`src/rtl/skid_pipe_pkg.sv`:
```
// Shared types and helpers for the skid_pipe valid/ready pipeline.
package skid_pipe_pkg;

    // Per-stage occupancy: no word, one word in main, two words (main + skid).
    typedef enum logic [1:0] {
        SKID_EMPTY = 2'd0,
        SKID_BUSY  = 2'd1,
        SKID_FULL  = 2'd2
    } skid_state_t;

    // Width of the occupancy count for a chain of 'depth' stages (never 0 bits).
    function automatic int occ_width(input int depth);
        int w;
        w = $clog2(2 * depth + 1);
        return (w < 1) ? 1 : w;
    endfunction

endpackage

```
`src/rtl/skid_stage.sv`:
```
// One skid stage: main + skid register, 3-state FSM, registered valid/ready.
// Holds up to two words so the upstream ready can be a flop without losing data.
module skid_stage
    import skid_pipe_pkg::*;
#(
    parameter int WIDTH    = 16,
    parameter bit RST_DATA = 1'b1
) (
    input  logic             i_clk,
    input  logic             i_rst_n,
    input  logic [WIDTH-1:0] i_data,
    input  logic             i_valid,
    output logic             o_ready,
    output logic [WIDTH-1:0] o_data,
    output logic             o_valid,
    input  logic             i_ready
);

    skid_state_t      state_q, state_d;
    logic [WIDTH-1:0] main_q, skid_q;
    logic             valid_q, ready_q;
    logic             load_in, load_skid, load_from_skid;

    // Next-state and load decode for the stage FSM.
    // NOTE: every output of this block is given a default first so no path leaves it unassigned (no latches).
    always_comb begin
        state_d        = state_q;
        load_in        = 1'b0;
        load_skid      = 1'b0;
        load_from_skid = 1'b0;
        case (state_q)
            SKID_EMPTY: begin
                if (i_valid) begin
                    state_d = SKID_BUSY;
                    load_in = 1'b1;
                end
            end
            SKID_BUSY: begin
                if (i_valid && i_ready) begin
                    load_in = 1'b1;
                end else if (i_valid) begin
                    state_d   = SKID_FULL;
                    load_skid = 1'b1;
                end else if (i_ready) begin
                    state_d = SKID_EMPTY;
                end
            end
            SKID_FULL: begin
                // Upstream sees ready=0 here, so i_valid is ignored.
                if (i_ready) begin
                    state_d        = SKID_BUSY;
                    load_from_skid = 1'b1;
                end
            end
            default: state_d = SKID_EMPTY;
        endcase
    end

    // Control state plus flopped valid/ready decoded from the next state.
    // NOTE: sequential state uses non-blocking assignments so all flops update from pre-edge values.
    always_ff @(posedge i_clk) begin
        if (!i_rst_n) begin
            state_q <= SKID_EMPTY;
            valid_q <= 1'b0;
            ready_q <= 1'b1;
        end else begin
            state_q <= state_d;
            valid_q <= (state_d != SKID_EMPTY);
            ready_q <= (state_d != SKID_FULL);
        end
    end

    // Data registers change only on a load.
    // NOTE: with RST_DATA=0 the data regs hold through reset; only control state is cleared.
    always_ff @(posedge i_clk) begin
        if (!i_rst_n) begin
            if (RST_DATA) begin
                main_q <= '0;
                skid_q <= '0;
            end
        end else begin
            if (load_in)        main_q <= i_data;
            if (load_from_skid) main_q <= skid_q;
            if (load_skid)      skid_q <= i_data;
        end
    end

    assign o_valid = valid_q;
    assign o_ready = ready_q;
    assign o_data  = main_q;

endmodule

```
`src/rtl/skid_pipe.sv`:
```
// Multi-stage valid/ready pipeline built from a chain of skid_stage instances.
// DEPTH=0 gives a combinational passthrough. Optional occupancy output is
// enabled with the SKID_PIPE_OCC_EN macro.
module skid_pipe
    import skid_pipe_pkg::*;
#(
    parameter int WIDTH    = 16,
    parameter int DEPTH    = 2,
    parameter bit RST_DATA = 1'b1
) (
    input  logic             i_clk,
    input  logic             i_rst_n,
    input  logic [WIDTH-1:0] i_data,
    input  logic             i_valid,
    output logic             o_ready,
    output logic [WIDTH-1:0] o_data,
    output logic             o_valid,
    input  logic             i_ready
`ifdef SKID_PIPE_OCC_EN
    ,
    output logic [occ_width(DEPTH)-1:0] o_occ
`endif
);

    if (DEPTH == 0) begin : g_bypass
        // No storage: clock and reset are intentionally unconnected here.
        logic unused_clk_rst;
        assign unused_clk_rst = i_clk ^ i_rst_n;
        assign o_data  = i_data;
        assign o_valid = i_valid;
        assign o_ready = i_ready;
    end else begin : g_chain
        // Index k is the interface feeding stage k; index DEPTH is the output.
        logic [WIDTH-1:0] chain_data [DEPTH+1];
        logic [DEPTH:0]   chain_valid;
        logic [DEPTH:0]   chain_ready;

        assign chain_data[0]      = i_data;
        assign chain_valid[0]     = i_valid;
        assign chain_ready[DEPTH] = i_ready;
        assign o_ready            = chain_ready[0];
        assign o_data             = chain_data[DEPTH];
        assign o_valid            = chain_valid[DEPTH];

        for (genvar k = 0; k < DEPTH; k++) begin : g_stage
            skid_stage #(
                .WIDTH    (WIDTH),
                .RST_DATA (RST_DATA)
            ) u_stage (
                .i_clk   (i_clk),
                .i_rst_n (i_rst_n),
                .i_data  (chain_data[k]),
                .i_valid (chain_valid[k]),
                .o_ready (chain_ready[k]),
                .o_data  (chain_data[k+1]),
                .o_valid (chain_valid[k+1]),
                .i_ready (chain_ready[k+1])
            );
        end
    end

`ifdef SKID_PIPE_OCC_EN
    localparam int OW = occ_width(DEPTH);

    if (DEPTH == 0) begin : g_occ_none
        assign o_occ = '0;
    end else begin : g_occ
        localparam logic [OW-1:0] OCC_ONE = OW'(1);
        localparam logic [OW-1:0] OCC_MAX = OW'(2 * DEPTH);

        logic          in_xfer, out_xfer;
        logic [OW-1:0] occ_q;

        assign in_xfer  = i_valid && o_ready;
        assign out_xfer = o_valid && i_ready;

        // Word count across all stages: +1 on accept, -1 on emit, both = no change.
        always_ff @(posedge i_clk) begin
            if (!i_rst_n) begin
                occ_q <= '0;
            end else begin
                case ({in_xfer, out_xfer})
                    2'b10:   occ_q <= occ_q + OCC_ONE;
                    2'b01:   occ_q <= occ_q - OCC_ONE;
                    default: occ_q <= occ_q;
                endcase
            end
        end

        assign o_occ = occ_q;

        a_occ_bound: assert property (@(posedge i_clk) disable iff (!i_rst_n) occ_q <= OCC_MAX);
    end
`endif

endmodule

```
`config.mk`:
```
export PLATFORM = sky130hd
export DESIGN_NAME = skid_pipe
export DESIGN_NICKNAME = d
export VERILOG_FILES = /design/src/rtl/skid_pipe_pkg.sv /design/src/rtl/skid_stage.sv /design/src/rtl/skid_pipe.sv
export SDC_FILE = /design/constraint.sdc
export NUM_CORES = 1
export LEC_CHECK = 0
export CAP_MARGIN = 10
export CORE_ASPECT_RATIO = 0.9
export CORE_MARGIN = 1
export CORE_UTILIZATION = 55
export CTS_CLUSTER_DIAMETER = 50
export CTS_CLUSTER_SIZE = 30
export DETAILED_ROUTE_END_ITERATION = 10
export MAX_ROUTING_LAYER = met4
export PLACE_DENSITY = 0.79
export SYNTH_ARGS = -nofsm -noshare
export SYNTH_HDL_FRONTEND = slang
export SYNTH_HIERARCHICAL = 1
export SYNTH_SLANG_ARGS = --single-unit
```
`constraint.sdc`:
```
create_clock -name i_clk -period 4.1 [get_ports i_clk]
set_input_delay 0.615 -clock i_clk [delete_from_list [all_inputs] [get_ports i_clk]]
set_output_delay 0.615 -clock i_clk [all_outputs]
set_load 0.1 [all_outputs]
```
==> impl_results.md, run 1 <==
- Status: complete, no violations
- HP Class: reg -> reg
- Clock skew: 0.00674 ns
- Die height: 73.3 um
- Hold Fails Final Rpt: 0
- Vias in the first global route: 2213
- Clock buffer depth: 2
- Slowest-stage cell, CP: clkdlybuf4s50_1
- PortBufs: 37
- Post-synth ARST share: 0%
- Wire per inst: 13.8 um
- Worst setup margin: 1.66 ns
- Routed wire length: 5810 um
- Min Tclk post-route: 2.44 ns
- Fillers: 451
- Worst skew pair latency: 0.34 ns
- Mapped Area: 0.00310 sq mm
- Final instance area: 0.00358 sq mm
- WP data required: 3.48 ns
- Placer's final routability congestion estimate: 0.740
- Die ar.: 0.00595 sq mm
- Gr usage total: 21.6%
- Top_reg_cell synth: dfxtp_1
- Ant. Diodes: 0
- DR DRC count: 0
- Total of max-cap violations: 0
- GRT busiest layer: met2
- Syn Inst Count: 328
- Post-synth EDFFs: 0
- Worst setup path category: reg -> out
- Dpl hpwl: 3860 um
- Mapped Avg Cell Area: 9.46 sq um
- Setup_tns: 0 ns
- Number of DRC markers in iteration 0: 87
- Worst-margin pin slew: 1.09 ns
- Synth area leader: dfxtp_1
- Clock transition at path regs: 0.07 ns
- Util after Layout: 66.9%
- Peak supply drop: 0.233 mV
- Most frequent cell after synthesis: dfxtp_1
- Largest net degree at the start of global routing: 71
- Min Hold Slack: 0.449 ns
- Synth area leaders: dfxtp_1, mux2i_1, o211a_1
- Yosys cell types: 23
- WP buf/inv: 1
- Routed vias/inst: 5.66
- Unrepaired setup endpoints after global routing: no
- Via count: 2388
- CTS tree: yes
- Worst-path fanout max: 2
- Overall power: 1.48 mW
- Leakage power: 1.71 nW
- Synth warn: 6
- Cell Pwr Density: 414 mW/mm^2
- # placed instances: 408
- Syn nets: 348
- Htree depth: 3
- Top Family by Delay on Critical Path: buffers and inverters
- Clk sinks: 72
- Die Span X: 81.2 um
- Initial Util: 58.0%
- Placed instance area: 0.00342 sq mm
- CTS root buffer: clkbuf_8
- Normalized max-slew margin: 27.1%
- Cts hold-fix bufs: 0
- Final worst path period share: 59.4%
- Place WS: 1.43 ns
- Sequential area share after synthesis: 46.5%
- Post-CTS Setup Inserts: 0
- Synthesis-stage register bit count: 72
- Fraction of layout cells with a size suffix above 1: 4.51%
- Finish-stage setup viols: 0
- Area grow syn2layout: 15.2%
- Slowest stage delay, CP: 1.14 ns
- Top cell type's share of synthesized area: 46.5%
- Initial antenna violation count: 0
- FP Rows: 25
- Post-cts sizing count: 0
- WP data arrival: 1.82 ns
- Max-slew violation count: 0
- Synth top cells by count: dfxtp_1, nand2_1, mux2i_1, o211a_1, o21ai_0
- GR Layer Usage met3: 8.20%
- Core ar.: 0.00535 sq mm
- Met2 Usage GRT: 37.8%
- Met1 Use GR: 22.5%
- First-pass DRT Iterations: 5
- Crit end category: primary output
- Max Clk Rate: 0.410 GHz
- Grt total ovfl: 0
- Worst-path cell chain: clkdlybuf4s50_1
- Number of routed nets with antenna violations: 0
- Nets: 372
- Ports: 38
- Critical Path Source Type: register
- Final Non-Filler Cells: 422
- Global-route wire length before repair: 9430 um
- Cts bufs inserted: 9
-- per-layer routing --
metal	vias to the layer above	part of all wire, %
met1	1167	44
met4	0	1.4
met5	-	0
met2	27	51
li1	1184	-
met3	10	3.5
-- kinds of logic (layout without fill, tap and decap cells) --
group	count (synthesis)	after routing	share of synthesized area, %
AOI/OAI and AO/OA	104	104	25.5
buffers and inverters	26	53	4.44
DFF	72	72	46.5
muxes	34	34	11.0
and+or+nand+nor	92	92	12.6
-- power breakdown --
group,total (mW),switching (mW),internal [mW]
Combinational,0.264,0.177,0.0876
Sequential,0.756,0.0232,0.733
Clock,0.461,0.232,0.229
-- sequential cells by signal, summed over array words and instances, names as in the netlist --
signal                           cells
g_chain.g_stage.u_stage/state_q      4
g_chain.g_stage.u_stage/o_valid      2
g_chain.g_stage.u_stage/o_data      32
g_chain.g_stage.u_stage/skid_q      32
g_chain.g_stage.u_stage/o_ready      2
-- layout make-up --
cell class                      count  area [sq um]  area share, %
Tap cell                           67          83.8           2.34
Inverter                            2          7.51          0.210
Clock inverter                      1          5.00          0.140
Multi-Input combinational cell    230          1520           42.6
Clock buffer                       13           149           4.16
Sequential cell                    72          1440           40.3
Timing Repair Buffer               37           365           10.2
-- placed cells by master, fill, tap and decap left out --
| cell type | n |
|---|---|
| a21boi_0 | 12 |
| a21boi_1 | 20 |
| a21oi_1 | 2 |
| buf_2 | 1 |
| clkbuf_1 | 3 |
| clkbuf_8 | 10 |
| clkdlybuf4s50_1 | 36 |
| clkinv_2 | 1 |
| dfxtp_1 | 72 |
| inv_1 | 2 |
| mux2_2 | 2 |
| mux2i_1 | 32 |
| nand2_1 | 66 |
| nand2b_1 | 4 |
| nand3b_1 | 2 |
| nor2_1 | 10 |
| nor2b_1 | 6 |
| nor3b_1 | 2 |
| o211a_1 | 32 |
| o21a_1 | 4 |
| o21a_4 | 2 |
| o21ai_0 | 32 |
| or2_1 | 2 |
-- final timing paths --
| check | from | end | slack, ns | cells after the start |
|---|---|---|---|---|
| worst min-delay path | g_chain.g_stage[0].u_stage/skid_q[5]$_SDFFE_PN0P_ | g_chain.g_stage[0].u_stage/skid_q[5]$_SDFFE_PN0P_ | 0.45 | 2 |
| worst max-delay path | g_chain.g_stage[1].u_stage/o_data[11]$_SDFFE_PN0P_ | o_data[11] | 1.66 | 1 |
| worst max register to register | g_chain.g_stage[1].u_stage/state_q[1]$_SDFF_PN0_ | g_chain.g_stage[1].u_stage/o_data[1]$_SDFFE_PN0P_ | 2.08 | 4 |
| worst min register to register | g_chain.g_stage[0].u_stage/skid_q[5]$_SDFFE_PN0P_ | g_chain.g_stage[0].u_stage/skid_q[5]$_SDFFE_PN0P_ | 0.45 | 2 |
Power figures use the tool's default switching activity.
==> run 2, diff against run 1 <==
clock period = 2.4 ns   (was 4.1 ns; I/O delays follow)
==> impl_results.md, run 2 (synthesis gave the netlist of run 1 again) <==
- Status: complete, no violations
- Clock buffer depth: 2 (unchanged)
- Commonest non-fill, non-tap cells in the layout: dfxtp_1, nand2_1, mux2i_1, o21ai_0, o211a_1
- WHS Path Cells: 2 (unchanged)
- Clk sinks: 72 (unchanged)
- Largest net degree at the start of global routing: 44 (-38%)
- Leakage power: 1.79 nW (+4.6%)
- First-pass DRT Iterations: 5 (unchanged)
- PortBufs: 37 (unchanged)
- Ant. Diodes: 0 (unchanged)
- Routed wire length: 5890 um (+1.4%)
- Nets: 379 (+1.9%)
- Global-route wire length before repair: 9610 um (+2.0%)
- HP Class: reg -> reg
- FP Rows: 25 (unchanged)
- Normalized max-slew margin: 60.8% (+34 points)
- Number of DRC markers in iteration 0: 95 (+9.2%)
- Min Tclk post-route: 1.86 ns
- Max Clk Rate: 0.539 GHz
- Slowest stage delay, CP: 0.53 ns (-0.61 ns)
- Cell Pwr Density: 707 mW/mm^2 (+71%)
- Routed vias/inst: 5.56 (-1.7%)
- Worst-path fanout max: 18 (+16)
- Die ar.: 0.00595 sq mm (unchanged)
- Post-cts sizing count: 0 (unchanged)
- Worst setup margin: 0.544 ns (-1.12 ns)
- Reg2Reg Depth: 4 (unchanged)
- Finish-stage setup viols: 0 (unchanged)
- Wire per inst: 13.7 um (-0.74%)
- Final worst path period share: 77.3%
- Gr usage total: 22.1% (+0.40 points)
- Crit end category: register
- Via count: 2398 (+0.42%)
- Worst skew pair latency: 0.33 ns (about the same)
- Hold Fails Final Rpt: 0 (unchanged)
- WP data arrival: 2.14 ns (+0.32 ns)
- Vias in the first global route: 2179 (-1.5%)
- Hold path start: g_chain.g_stage[0].u_stage/skid_q[12]$_SDFFE_PN0P_
- Ports: 38 (unchanged)
- Worst-path cell chain: clkdlybuf4s50_1 -> nor2b_1 -> o21a_4 -> or2_1 -> o211a_1
- Area grow syn2layout: 16.3%
- Place WS: 0.231 ns (-1.20 ns)
- Total of max-cap violations: 0 (unchanged)
- Clock share of power: 31.7% (+0.6 points)
- Slowest-stage cell, CP: clkdlybuf4s50_1
- Worst-margin pin slew: 0.587 ns (-0.507 ns)
- Cell Int Power: 1.79 mW (+71%)
- Die Span X: 81.2 um (unchanged)
- CTS tree: yes
- Setup crit start: i_valid
- DR DRC count: 0 (unchanged)
- Cts hold-fix bufs: 0 (unchanged)
- Initial Util: 58.0% (unchanged)
- Number of routed nets with antenna violations: 0 (unchanged)
- Fraction of layout cells with a size suffix above 1: 12.1% (+7.6 points)
- Unrepaired setup endpoints after global routing: no
- Clock skew: 0.00441 ns (-0.00232 ns)
- Critical Path Source Type: input pin
- Combinational share of power: 17.7% (about the same)
- Initial antenna violation count: 0 (unchanged)
- Worst R2R Start: g_chain.g_stage[1].u_stage/state_q[1]$_SDFF_PN0_
- Core ar.: 0.00535 sq mm (unchanged)
- Dpl hpwl: 4020 um (+4.0%)
- Peak supply drop: 0.580 mV (+150%)
- Clock transition at path regs: 0.07 ns (about the same)
- Setup_tns: 0 ns (unchanged)
- WP data required: 2.68 ns (-0.80 ns)
- Most common cell after layout, fill and taps aside: dfxtp_1
- Placer's final routability congestion estimate: 0.728 (-1.6%)
- Grt total ovfl: 0 (unchanged)
- Psw: 755 uW (+75%)
- Max-slew violation count: 0 (unchanged)
- Htree depth: 3 (unchanged)
- Net Sw Frac: 29.6% (+0.46 points)
- Post-CTS Setup Inserts: 0 (unchanged)
- Die height: 73.3 um (unchanged)
- Worst setup path category: in -> reg
- Seq pwr share: 50.6% (-0.4 points)
- Cts bufs inserted: 9 (unchanged)
- CTS root buffer: clkbuf_8
[run 2: changes by cell type in the layout (fill, tap and decap cells not counted)]
cell             delta
buf_12              +1
buf_4              +24
clkbuf_1            -1
clkdlybuf4s50_1    -18
clkinv_2            +3
[run 2: final timing paths]
kind,end,slack [ns]
worst min register to register,g_chain.g_stage[0].u_stage/skid_q[12]$_SDFFE_PN0P_,0.45
worst min-delay path,g_chain.g_stage[0].u_stage/skid_q[12]$_SDFFE_PN0P_,0.45
worst max-delay path,g_chain.g_stage[0].u_stage/o_data[7]$_SDFFE_PN0P_,0.54
worst max register to register,g_chain.g_stage[1].u_stage/o_data[0]$_SDFFE_PN0P_,0.70
[run 2: per-layer routing]
metal  track usage (%)  up-vias  share of wire [%]
li1                  -     1207                  -
met1              24.1     1154                 46
met2              37.7       31                 50
met3              7.83        6                3.5
met4              6.15        0                1.1
met5                 -        -                  0
[run 2: area by class of cell]
type	count	area [sq um]
Multi-Input combinational cell	230	1520
Sequential cell	72	1440
Clock inverter	4	20.0
Timing Repair Buffer	44	385
Tap cell	67	83.8
Fill cell	447	1740
Clock buffer	12	145
Inverter	2	7.51
[run 2: metrics by stage]
stage	instances	instance area (sq um)	hold slack, ns	util, %	power (mW)
6_report	431	3610	0.453	67.4	2.55
5_1_grt	431	3610	0.465	67.4	2.66
4_1_cts	431	3610	0.454	67.4	2.58
3_5_place_dp	415	3440	0.444	64.4	1.77
3_3_place_gp	415	3440	0.440	64.4	1.76
2_1_floorplan	328	3100	0.434	-	1.66
[run 2: critical path: cells and delay by family]
family	cells	cell delay, ns
AO/OA/AOI/OAI	2	0.48
buffers and inverters	1	0.53
AND/OR/NAND/NOR	2	0.76
[run 2: power by group through the flow]
stage,clock (mW),sequential [mW],combinational [mW]
6_report,0.808,1.29,0.451
5_1_grt,0.886,1.30,0.477
4_1_cts,0.838,1.29,0.454
3_5_place_dp,0,1.32,0.453
3_3_place_gp,0,1.32,0.447
2_1_floorplan,0,1.50,0.157
